### config.mk
export PLATFORM = sky130hd
export DESIGN_NAME = memory_stage
export DESIGN_NICKNAME = d
export VERILOG_FILES = /design/src/rtl/memory_stage_pkg.sv /design/src/rtl/memory_stage_dmem_access_fsm.sv /design/src/rtl/memory_stage.sv
export SDC_FILE = /design/constraint.sdc
export NUM_CORES = 1
export LEC_CHECK = 0
export ABC_AREA = 0
export BUFFER_PORTS_ARGS = -buffer_cell sky130_fd_sc_hd__buf_4
export CAP_MARGIN = 20
export CORE_AREA = 5 5 189 191
export DETAILED_ROUTE_END_ITERATION = 6
export DIE_AREA = 0 0 194 196
export MAX_ROUTING_LAYER = met4
export PLACE_DENSITY = 0.63
export SLEW_MARGIN = 20
export SYNTH_ARGS = -nofsm -noshare
export SYNTH_HDL_FRONTEND = slang
export SYNTH_HIERARCHICAL = 1
export SYNTH_SLANG_ARGS = --single-unit
### constraint.sdc
create_clock -name clk_i -period 5.6 [get_ports clk_i]
set_input_delay 0.28 -clock clk_i [delete_from_list [all_inputs] [get_ports clk_i]]
set_output_delay 0.28 -clock clk_i [all_outputs]
set_load 0.02 [all_outputs]
### src/rtl/memory_stage_pkg.sv
// Shared Y86-64 constants, M-register layout and access-class helpers for the memory stage.
package memory_stage_pkg;

  localparam logic [3:0] I_HALT   = 4'h0;
  localparam logic [3:0] I_NOP    = 4'h1;
  localparam logic [3:0] I_CMOVXX = 4'h2;
  localparam logic [3:0] I_IRMOVQ = 4'h3;
  localparam logic [3:0] I_RMMOVQ = 4'h4;
  localparam logic [3:0] I_MRMOVQ = 4'h5;
  localparam logic [3:0] I_OPQ    = 4'h6;
  localparam logic [3:0] I_JXX    = 4'h7;
  localparam logic [3:0] I_CALL   = 4'h8;
  localparam logic [3:0] I_RET    = 4'h9;
  localparam logic [3:0] I_PUSHQ  = 4'hA;
  localparam logic [3:0] I_POPQ   = 4'hB;

  localparam logic [2:0] STAT_AOK = 3'd1;
  localparam logic [2:0] STAT_HLT = 3'd2;
  localparam logic [2:0] STAT_ADR = 3'd3;
  localparam logic [2:0] STAT_INS = 3'd4;

  localparam logic [3:0] RNONE = 4'hF;

  typedef enum logic [1:0] {
    ST_IDLE,
    ST_REQ,
    ST_WAIT
  } dmem_state_e;

  typedef struct packed {
    logic [3:0]  icode;
    logic [2:0]  stat;
    logic [63:0] val_e;
    logic [63:0] val_a;
    logic [3:0]  dst_e;
    logic [3:0]  dst_m;
    logic        cnd;
  } m_reg_t;

  localparam m_reg_t M_BUBBLE = '{
    icode: I_NOP,
    stat:  STAT_AOK,
    val_e: '0,
    val_a: '0,
    dst_e: RNONE,
    dst_m: RNONE,
    cnd:   1'b0
  };

  function automatic logic is_read(input logic [3:0] icode);
    return (icode == I_MRMOVQ) || (icode == I_POPQ) || (icode == I_RET);
  endfunction

  function automatic logic is_write(input logic [3:0] icode);
    return (icode == I_RMMOVQ) || (icode == I_PUSHQ) || (icode == I_CALL);
  endfunction

  // Stack pops read at the old stack pointer; everything else addresses through valE.
  function automatic logic uses_val_a_addr(input logic [3:0] icode);
    return (icode == I_POPQ) || (icode == I_RET);
  endfunction

endpackage

### src/rtl/memory_stage_dmem_access_fsm.sv
// Data-memory handshake sequencer: IDLE/REQ/WAIT over req/gnt/rvalid, producing done and the stall request.
module dmem_access_fsm
  import memory_stage_pkg::*;
(
  input  logic        clk_i,
  input  logic        rst_n_i,
  input  logic        start,
  input  logic        write,
  input  logic [63:0] addr,
  input  logic [63:0] wdata,
  input  logic        gnt,
  input  logic        rvalid,
  output logic        req,
  output logic        we,
  output logic [63:0] mem_addr,
  output logic [63:0] mem_wdata,
  output logic        done,
  output logic        busy
);

  dmem_state_e state;
  logic        issue;

  always_ff @(posedge clk_i or negedge rst_n_i) begin
    if (!rst_n_i) begin
      state <= ST_IDLE;
    end else begin
      case (state)
        ST_IDLE: if (start)  state <= gnt ? ST_WAIT : ST_REQ;
        ST_REQ:  if (gnt)    state <= ST_WAIT;
        ST_WAIT: if (rvalid) state <= ST_IDLE;
        default:             state <= ST_IDLE;
      endcase
    end
  end

  // The request goes out in the same cycle the access appears in M so a
  // same-cycle grant gives the two-cycle minimum access.
  always_comb begin
    issue     = (state == ST_IDLE) && start;
    req       = issue || (state == ST_REQ);
    done      = (state == ST_WAIT) && rvalid;
    busy      = issue || (state == ST_REQ) || ((state == ST_WAIT) && !rvalid);
    we        = req && write;
    mem_addr  = addr;
    mem_wdata = wdata;
  end

endmodule

### src/rtl/memory_stage.sv
// Y86-64 memory stage: M pipeline register, data-memory access and m_stat.
// Build option MEM_ALIGN_CHECK_EN: unaligned accesses report ADR and never reach memory.
module memory_stage
  import memory_stage_pkg::*;
#(
  parameter logic [63:0] ADDR_LIMIT = 64'h0000_0000_0001_0000
) (
  input  logic        clk_i,
  input  logic        rst_n_i,
  input  logic [3:0]  E_icode_i,
  input  logic [63:0] E_valA_i,
  input  logic [3:0]  E_dstM_i,
  input  logic [2:0]  E_stat_i,
  input  logic [63:0] e_valE_i,
  input  logic [3:0]  e_dstE_i,
  input  logic        e_cnd_i,
  input  logic        M_bubble_i,
  output logic [3:0]  M_icode_o,
  output logic [63:0] M_valE_o,
  output logic [3:0]  M_dstE_o,
  output logic [3:0]  M_dstM_o,
  output logic        M_cnd_o,
  output logic [63:0] m_valM_o,
  output logic [2:0]  m_stat_o,
  output logic        m_busy_o,
  output logic        dmem_req_o,
  output logic        dmem_we_o,
  output logic [63:0] dmem_addr_o,
  output logic [63:0] dmem_wdata_o,
  input  logic        dmem_gnt_i,
  input  logic        dmem_rvalid_i,
  input  logic [63:0] dmem_rdata_i,
  input  logic        dmem_err_i
);

  m_reg_t      m_q;
  m_reg_t      m_d;
  logic        busy;
  logic        done;
  logic        rd_acc;
  logic        wr_acc;
  logic [63:0] addr;
  logic        misalign;
  logic        addr_bad;
  logic        start;

  always_comb begin
    m_d = M_BUBBLE;
    if (!M_bubble_i) begin
      m_d.icode = E_icode_i;
      m_d.stat  = E_stat_i;
      m_d.val_e = e_valE_i;
      m_d.val_a = E_valA_i;
      m_d.dst_e = ((E_icode_i == I_CMOVXX) && !e_cnd_i) ? RNONE : e_dstE_i;
      m_d.dst_m = E_dstM_i;
      m_d.cnd   = e_cnd_i;
    end
  end

  // M only advances when no access is outstanding; the done cycle drops busy so it advances then.
  always_ff @(posedge clk_i or negedge rst_n_i) begin
    if (!rst_n_i) begin
      m_q <= M_BUBBLE;
    end else if (!busy) begin
      m_q <= m_d;
    end
  end

  assign rd_acc = is_read(m_q.icode);
  assign wr_acc = is_write(m_q.icode);
  assign addr   = uses_val_a_addr(m_q.icode) ? m_q.val_a : m_q.val_e;

`ifdef MEM_ALIGN_CHECK_EN
  assign misalign = (addr[2:0] != 3'b000);
`else
  assign misalign = 1'b0;
`endif

  assign addr_bad = (rd_acc || wr_acc) && ((addr >= ADDR_LIMIT) || misalign);
  assign start    = (rd_acc || wr_acc) && !addr_bad && (m_q.stat == STAT_AOK);

  dmem_access_fsm u_fsm (
    .clk_i     (clk_i),
    .rst_n_i   (rst_n_i),
    .start     (start),
    .write     (wr_acc),
    .addr      (addr),
    .wdata     (m_q.val_a),
    .gnt       (dmem_gnt_i),
    .rvalid    (dmem_rvalid_i),
    .req       (dmem_req_o),
    .we        (dmem_we_o),
    .mem_addr  (dmem_addr_o),
    .mem_wdata (dmem_wdata_o),
    .done      (done),
    .busy      (busy)
  );

  assign m_busy_o  = busy;
  assign m_stat_o  = (addr_bad || (done && dmem_err_i)) ? STAT_ADR : m_q.stat;
  assign m_valM_o  = (done && rd_acc && !dmem_err_i) ? dmem_rdata_i : '0;

  assign M_icode_o = m_q.icode;
  assign M_valE_o  = m_q.val_e;
  assign M_dstE_o  = m_q.dst_e;
  assign M_dstM_o  = m_q.dst_m;
  assign M_cnd_o   = m_q.cnd;

endmodule

==> results of run 1 <==
-- synth_stat cells, types with 10 or more instances --
library cell	n
dfstp_2	10
o21ai_0	141
and2_1	13
nand2b_1	134
clkbuf_1	32
dfrtp_1	136
and2_2	53
nor4_1	24
buf_4	204
nand2_1	334
nor2_1	12
buf_2	25
-- per-stage QoR --
stage / util [%] / worst slack (ns) / std cells / cell area (um^2) / hold WS (ns)
finish: 36.53 / 1.982 / 1880 / 12400 / 0.08748
global route: 36.53 / 1.818 / 1880 / 12400 / 0.09129
CTS: 36.53 / 1.948 / 1880 / 12400 / 0.06933
detailed placement: 34.65 / 2.276 / 1846 / 11760 / 0.4035
global placement: 34.65 / 2.360 / 1846 / 11760 / 0.3984
floorplan: - / 2.918 / 1164 / 9248 / -0.01559
-- critical path, delay by kind of cell (launching register included) --
kind	cells	cell delay [ns]
DFF	1	0.43
AOI/OAI and AO/OA	2	0.38
and+or+nand+nor	4	1.75
buffers and inverters	1	0.27
-- cell type report --
| cell class | instances | share of cell area (%) |
|---|---|---|
| multi-input cells | 744 | 30.27 |
| clock inverters | 15 | 1.544 |
| inverters | 4 | 0.1211 |
| well taps | 455 | 4.591 |
| repair buffers | 499 | 30.48 |
| flip-flops and latches | 146 | 29.56 |
| clock buffers | 17 | 3.431 |
-- worst max path at each step --
stage | to | slack (ns) | cells past startpoint
after floorplan | m_q[14] | 2.92 | 10
after global placement | m_q[51] | 2.36 | 8
after detailed placement | m_q[34] | 2.28 | 8
after CTS | m_busy_o | 1.95 | 7
after global routing | m_busy_o | 1.82 | 7
final | m_busy_o | 1.98 | 7
-- power by group through the flow --
stage | combinational [mW] | sequential [mW] | clock [mW]
global placement | 0.550 | 1.20 | 0
floorplan | 0.352 | 1.17 | 0
detailed placement | 0.554 | 1.20 | 0
finish | 0.547 | 1.18 | 1.23
global route | 0.590 | 1.19 | 1.31
CTS | 0.556 | 1.18 | 1.27
-- state kept, by name, summed over array words and instances (netlist names) --
name         count
M_cnd_o          1
M_dstE_o         4
M_dstM_o         4
M_icode_o        4
M_valE_o        64
m_q             67
u_fsm/state      2
-- cells by family after synthesis --
family	Yosys count	synth area share, %
flip-flops	146	39.64
AO/OA/AOI/OAI	152	8.537
buffers and inverters	274	19.82
AND/OR/NAND/NOR	592	32.00
-- what timing repair did --
item / 4_1_cts / 5_1_grt
hold endpoints to repair: 76 / 0
gates resized for setup: 0 / 0
buffers inserted: 0 / 0
hold buffers: 2 / 0
-- layer usage --
metal  up-vias  share of wire, %
met4         0               2.3
li1       3989                 -
met2       328                47
met3        39               7.5
met1      3821                44
met5         -                 0
-- cell usage in the layout (no fill, tap or decap), types with 2 or more instances in the layout --
cell | synthesis | final
buf_4 | 204 | 494
nand2_1 | 334 | 334
o21ai_0 | 141 | 141
dfrtp_1 | 136 | 136
nand2b_1 | 134 | 134
and2_2 | 53 | 53
nor4_1 | 24 | 24
clkbuf_16 | 0 | 17
nor2_1 | 12 | 12
and2_1 | 13 | 12
dfstp_2 | 10 | 10
and4_1 | 7 | 7
a21oi_1 | 5 | 5
inv_8 | 0 | 5
inv_1 | 4 | 4
inv_6 | 0 | 4
a21o_1 | 3 | 3
nand4b_1 | 2 | 2
nand4_1 | 2 | 2
or4b_1 | 2 | 2
clkinvlp_4 | 0 | 2
bufinv_16 | 0 | 2
dlygate4sd3_1 | 0 | 2
buf_12 | 0 | 2
==> results.py, run 1 <==
metrics = {
    "grt": {
        "met2_usage_pct": 27.92,
        "antenna_found_initial": 0,
        "grt_start_max_net_pins": 94,
        "track_usage_pct": 18.31,
        "grtUsageMet1_pct": 24.01,
        "grt_pass1_wl_um": 52250,
        "grt_pass1_vias": 8051,
        "use_met3_pct": 4.946,
        "busiest_layer": "met2",
        "overflow": 0,
    },
    "logic_synthesis": {
        "synth_warnings": 6,
        "ys_async_sr_fraction_pct": 100.0,
        "synthFlopType": "dfrtp_1",
        "synth.top_cell.area_share_pct": 36.80,
        "avgSynthCellArea_um2": 7.945,
        "netlist_instances": 1164,
        "ys_seq_elements": 146,
        "synth_edf_count": 0,
        "yosys-top-cells-area": "dfrtp_1, buf_4, nand2_1, nand2b_1, o21ai_0",
        "seq_area_frac_synth_pct": 39.64,
        "synth_area_um2": 9248,
        "synth_area_leader_cell": "dfrtp_1",
        "yosysUniqueCellTypes": 33,
        "syn-num-nets": 1378,
    },
    "final_layout": {
        "fin_nets": 1626,
        "multi_input_area_um2": 3754,
        "area_delta_synth_final_pct": 34.10,
        "antenna_cells": 0,
        "fillers": 3486,
        "seq_area_um2": 3666,
        "drive_gt1_share_pct": 42.25,
    },
    "worst_hold_path": {
        "min-delay-start": "e_dstE_i[0]",
        "hold_path_class": "in -> reg",
        "whs_path_depth": 3,
        "min_to": "M_dstE_o[0]",
    },
    "setup_path": {
        "r2r_setup_slack_ns": 2.31,
        "r2r_end": "M_valE_o[24]",
        "setup.worst_path.start": "m_q[52]",
        "r2r_cells": 8,
        "critPathMaxStageDelay_ns": 0.64,
        "start_kind": "flip-flop",
        "arrival_ns": 3.34,
        "critPathCaptureType": "primary output",
        "required_ns": 5.32,
        "worstSetupPathType": "reg -> out",
        "worstReg2RegStart": "m_q[52]",
        "cp_max_fo": 76,
        "slowest_stage": "or2_4",
        "path_cells": "nor4_1, and4_1, nand4_1, a21oi_1, o21ba_4, or2_4, buf_4",
    },
    "power": {
        "power_leakage_nw": 6.208,
        "combinationalPowerShare_pct": 18.5,
        "p_int_mw": 2.052,
        "worst_ir_drop_vdd_mv": 0.1812,
        "p_sw_share_pct": 30.62,
        "p_switching_mw": 0.9058,
        "pwr-share-seq_pct": 40.0,
        "clockPowerShare_pct": 41.5,
        "total_power_mw": 2.958,
        "power_density_nw_per_um2": 238.5,
    },
    "sta": {
        "fin_tns_setup_ns": 0,
        "hold_violations": 0,
        "skew_ns": 0.01280,
        "finalMaxSlewViolations": 0,
        "worst_pin_slew_ns": 0.8568,
        "rsz0062_at_grt": "no",
        "timing.slew.headroom_pct": 42.88,
        "fmax_ghz": 0.2764,
        "finalSetupViolations": 0,
        "timing.final.crit_period_ns": 3.618,
        "fin_crit_sh_pct": 64.61,
    },
    "route": {
        "wl_um": 35590,
        "drc": 0,
        "via_per_inst": 4.349,
        "wl_per_cell_um": 18.93,
        "num_vias": 8177,
        "drt_pass1_iterations": 5,
        "drt_iter0_drc": 425,
        "ant_nets": 0,
    },
    "clock_tree": {
        "htreeDepth": 4,
        "cts_root_buf": "clkbuf_16",
        "cts_tree": "built",
        "cts_max_path_buffers": 2,
        "clk-insertion-delay-late_ns": 0.44,
        "cts-buffers-inserted": 17,
        "cts.clk_slew.worst_paths_ns": 0.07,
        "clkSinkCount": 146,
    },
    "die": {
        "start_util_pct": 27.24,
        "io_pins": 489,
        "die_h_um": 196,
        "rows": 68,
        "coreArea_um2": 33950,
        "die_w_um": 194,
        "dieArea_um2": 38020,
    },
    "run": {
        "drv_cap": 0,
    },
    "placement": {
        "dp_hpwl_um": 27740,
        "routabilityCongestion": 0.9030,
        "portBuffers": 488,
    },
    "status": {
        "status": "complete, no violations",
    },
}
Power figures use the tool's default switching activity.
==> inputs of run 2 (changes only) <==
- clock period: 5.6 -> 3.5 ns (I/O delays scaled with it)
==> run 2 against run 1 <==
Effect of this change:
- worst hold slack worse by 0.069 ns
- first-iteration DRC count is 9.2% higher
- sequential share of layout area is 2.6 points lower
- global-route usage is 0.64 points higher
- count of clock-buffer cells in the layout stayed put
- clock power is 68% higher
- final area is 9.5% higher
- cell count is 6.1% higher
- die area stayed put
- non-clock buffer count is 113 higher
- clock skew is 0.00070 ns higher
==> results.py, run 2 (synthesis gave the netlist of run 1 again) <==
metrics = {
    "status": {
        "status": "complete, no violations",
    },
    "grt": {
        "use_met3_pct": 5.135,
        "grtUsageMet1_pct": 24.95,
        "grt_pass1_wl_um": 54540,
        "grt_start_max_net_pins": 108,
        "busiest_layer": "met2",
        "grt_pass1_vias": 8765,
        "track_usage_pct": 18.95,
        "overflow": 0,
        "met2_usage_pct": 28.85,
        "antenna_found_initial": 2,
    },
    "clock_tree": {
        "cts.clk_slew.worst_paths_ns": 0.07,
        "cts_root_buf": "clkbuf_16",
        "htreeDepth": 4,
        "post_cts_buffers": 0,
        "cts_tree": "built",
        "cts_max_path_buffers": 2,
        "clkSinkCount": 146,
        "clk-insertion-delay-late_ns": 0.43,
        "cts-buffers-inserted": 17,
    },
    "worst_hold_path": {
        "min-delay-start": "e_valE_i[22]",
        "hold_path_class": "in -> reg",
        "whs_path_depth": 3,
        "min_to": "M_valE_o[22]",
    },
    "setup_path": {
        "start_kind": "flip-flop",
        "critPathCaptureType": "primary output",
        "r2r_setup_slack_ns": 0.67,
        "r2r_end": "M_valE_o[28]",
        "required_ns": 3.32,
        "cp_max_fo": 70,
        "arrival_ns": 3.02,
        "worstReg2RegStart": "M_valE_o[49]",
        "worstSetupPathType": "reg -> out",
        "r2r_cells": 9,
    },
    "power": {
        "power_leakage_nw": 6.727,
        "clockPowerShare_pct": 41.8,
        "p_sw_share_pct": 29.35,
        "combinationalPowerShare_pct": 19.9,
        "p_int_mw": 3.491,
        "p_switching_mw": 1.450,
        "total_power_mw": 4.942,
        "power_density_nw_per_um2": 363.9,
        "worst_ir_drop_vdd_mv": 0.3096,
        "pwr-share-seq_pct": 38.3,
    },
    "sta": {
        "fmax_ghz": 0.3130,
        "skew_ns": 0.01349,
        "rsz0062_at_grt": "no",
        "timing.final.crit_period_ns": 3.194,
        "finalMaxSlewViolations": 0,
        "timing.slew.headroom_pct": 35.69,
        "fin_tns_setup_ns": 0,
        "hold_violations": 0,
        "finalSetupViolations": 0,
        "worst_pin_slew_ns": 0.9647,
        "fin_crit_sh_pct": 91.27,
    },
    "die": {
        "start_util_pct": 27.24,
        "dieArea_um2": 38020,
        "die_h_um": 196,
        "die_w_um": 194,
        "io_pins": 489,
        "rows": 68,
        "coreArea_um2": 33950,
    },
    "placement": {
        "routabilityCongestion": 0.9269,
        "dpl_cell_area_um2": 11910,
        "dp_hpwl_um": 27890,
        "portBuffers": 488,
    },
    "route": {
        "drt_iter0_drc": 464,
        "drc": 0,
        "wl_um": 36550,
        "drt_pass1_iterations": 5,
        "via_per_inst": 4.326,
        "num_vias": 8631,
        "ant_nets": 0,
        "wl_per_cell_um": 18.32,
    },
    "final_layout": {
        "multi_input_area_um2": 3754,
        "mostFrequentLayoutCells": "buf_4, nand2_1, o21ai_0, dfrtp_1, nand2b_1",
        "design_area_um2": 13580,
        "top_register": "m_q",
        "final_common_cell": "buf_4",
        "largest_register_ffs": 67,
        "seq_area_um2": 3666,
        "fillers": 3358,
        "drive_gt1_share_pct": 39.99,
        "area_delta_synth_final_pct": 46.85,
        "fin_nets": 1739,
    },
    "run": {
        "drv_cap": 0,
    },
}
==> run 2: per-layer routing <==
layer	up-vias	part of all wire, %
met1	4009	44
li1	4235	-
met4	0	1.7
met5	-	0
met2	349	47
met3	38	7.3
==> run 2: worst max path at each step <==
stage	from	slack, ns	endpoint	cells after the start
global route	m_q[58]	0.05	m_busy_o	8
detailed placement	m_q[58]	0.52	m_q[23]	9
CTS	m_q[58]	0.13	m_busy_o	8
global placement	m_q[58]	0.57	M_valE_o[6]	9
finish	M_valE_o[49]	0.31	m_busy_o	8
floorplan	M_icode_o[3]	0.82	m_q[14]	10
==> run 2: metrics by stage <==
stage	setup WS (ns)	cells	utilization (%)	hold slack (ns)
after floorplan	0.8183	1164	-	-0.1206
after global placement	0.5662	1859	35.09	0.3100
after detailed placement	0.5170	1859	35.09	0.3283
after CTS	0.1312	1993	39.99	0.0009869
after global routing	0.04607	1995	40.00	0.01328
final	0.3055	1995	40.00	0.01804
==> run 2: what timing repair did <==
item,4_1_cts,5_1_grt
hold endpoints to repair,187,0
gates resized for setup,0,0
hold buffers,102,0
==> run 2: layout make-up <==
type                    instances  share of cell area (%)
diodes                          2                 0.03685
clock buffers                  17                   3.132
clock inverters                15                   1.603
inverters                       4                  0.1106
multi-input cells             744                   27.64
flip-flops and latches        146                   26.99
well taps                     455                   4.192
repair buffers                612                   36.29
==> run 2: worst max-delay path, stage by stage, from the launching register on <==
cell and delay, ns:
dfrtp_1 0.42, nor4_1 0.62, and4_1 0.36, nand4_1 0.11, a21oi_1 0.21, o21ba_4 0.18, or2_4 0.18, buf_12 0.25
buf_4 0.20
==> run 2: power by group through the flow <==
| stage | clock [mW] | combinational, mW | sequential (mW) |
|---|---|---|---|
| 2_1_floorplan | 0 | 0.563 | 1.87 |
| 3_3_place_gp | 0 | 0.886 | 1.92 |
| 3_5_place_dp | 0 | 0.893 | 1.92 |
| 4_1_cts | 2.12 | 0.991 | 1.89 |
| 5_1_grt | 2.19 | 1.06 | 1.91 |
| 6_report | 2.07 | 0.982 | 1.89 |
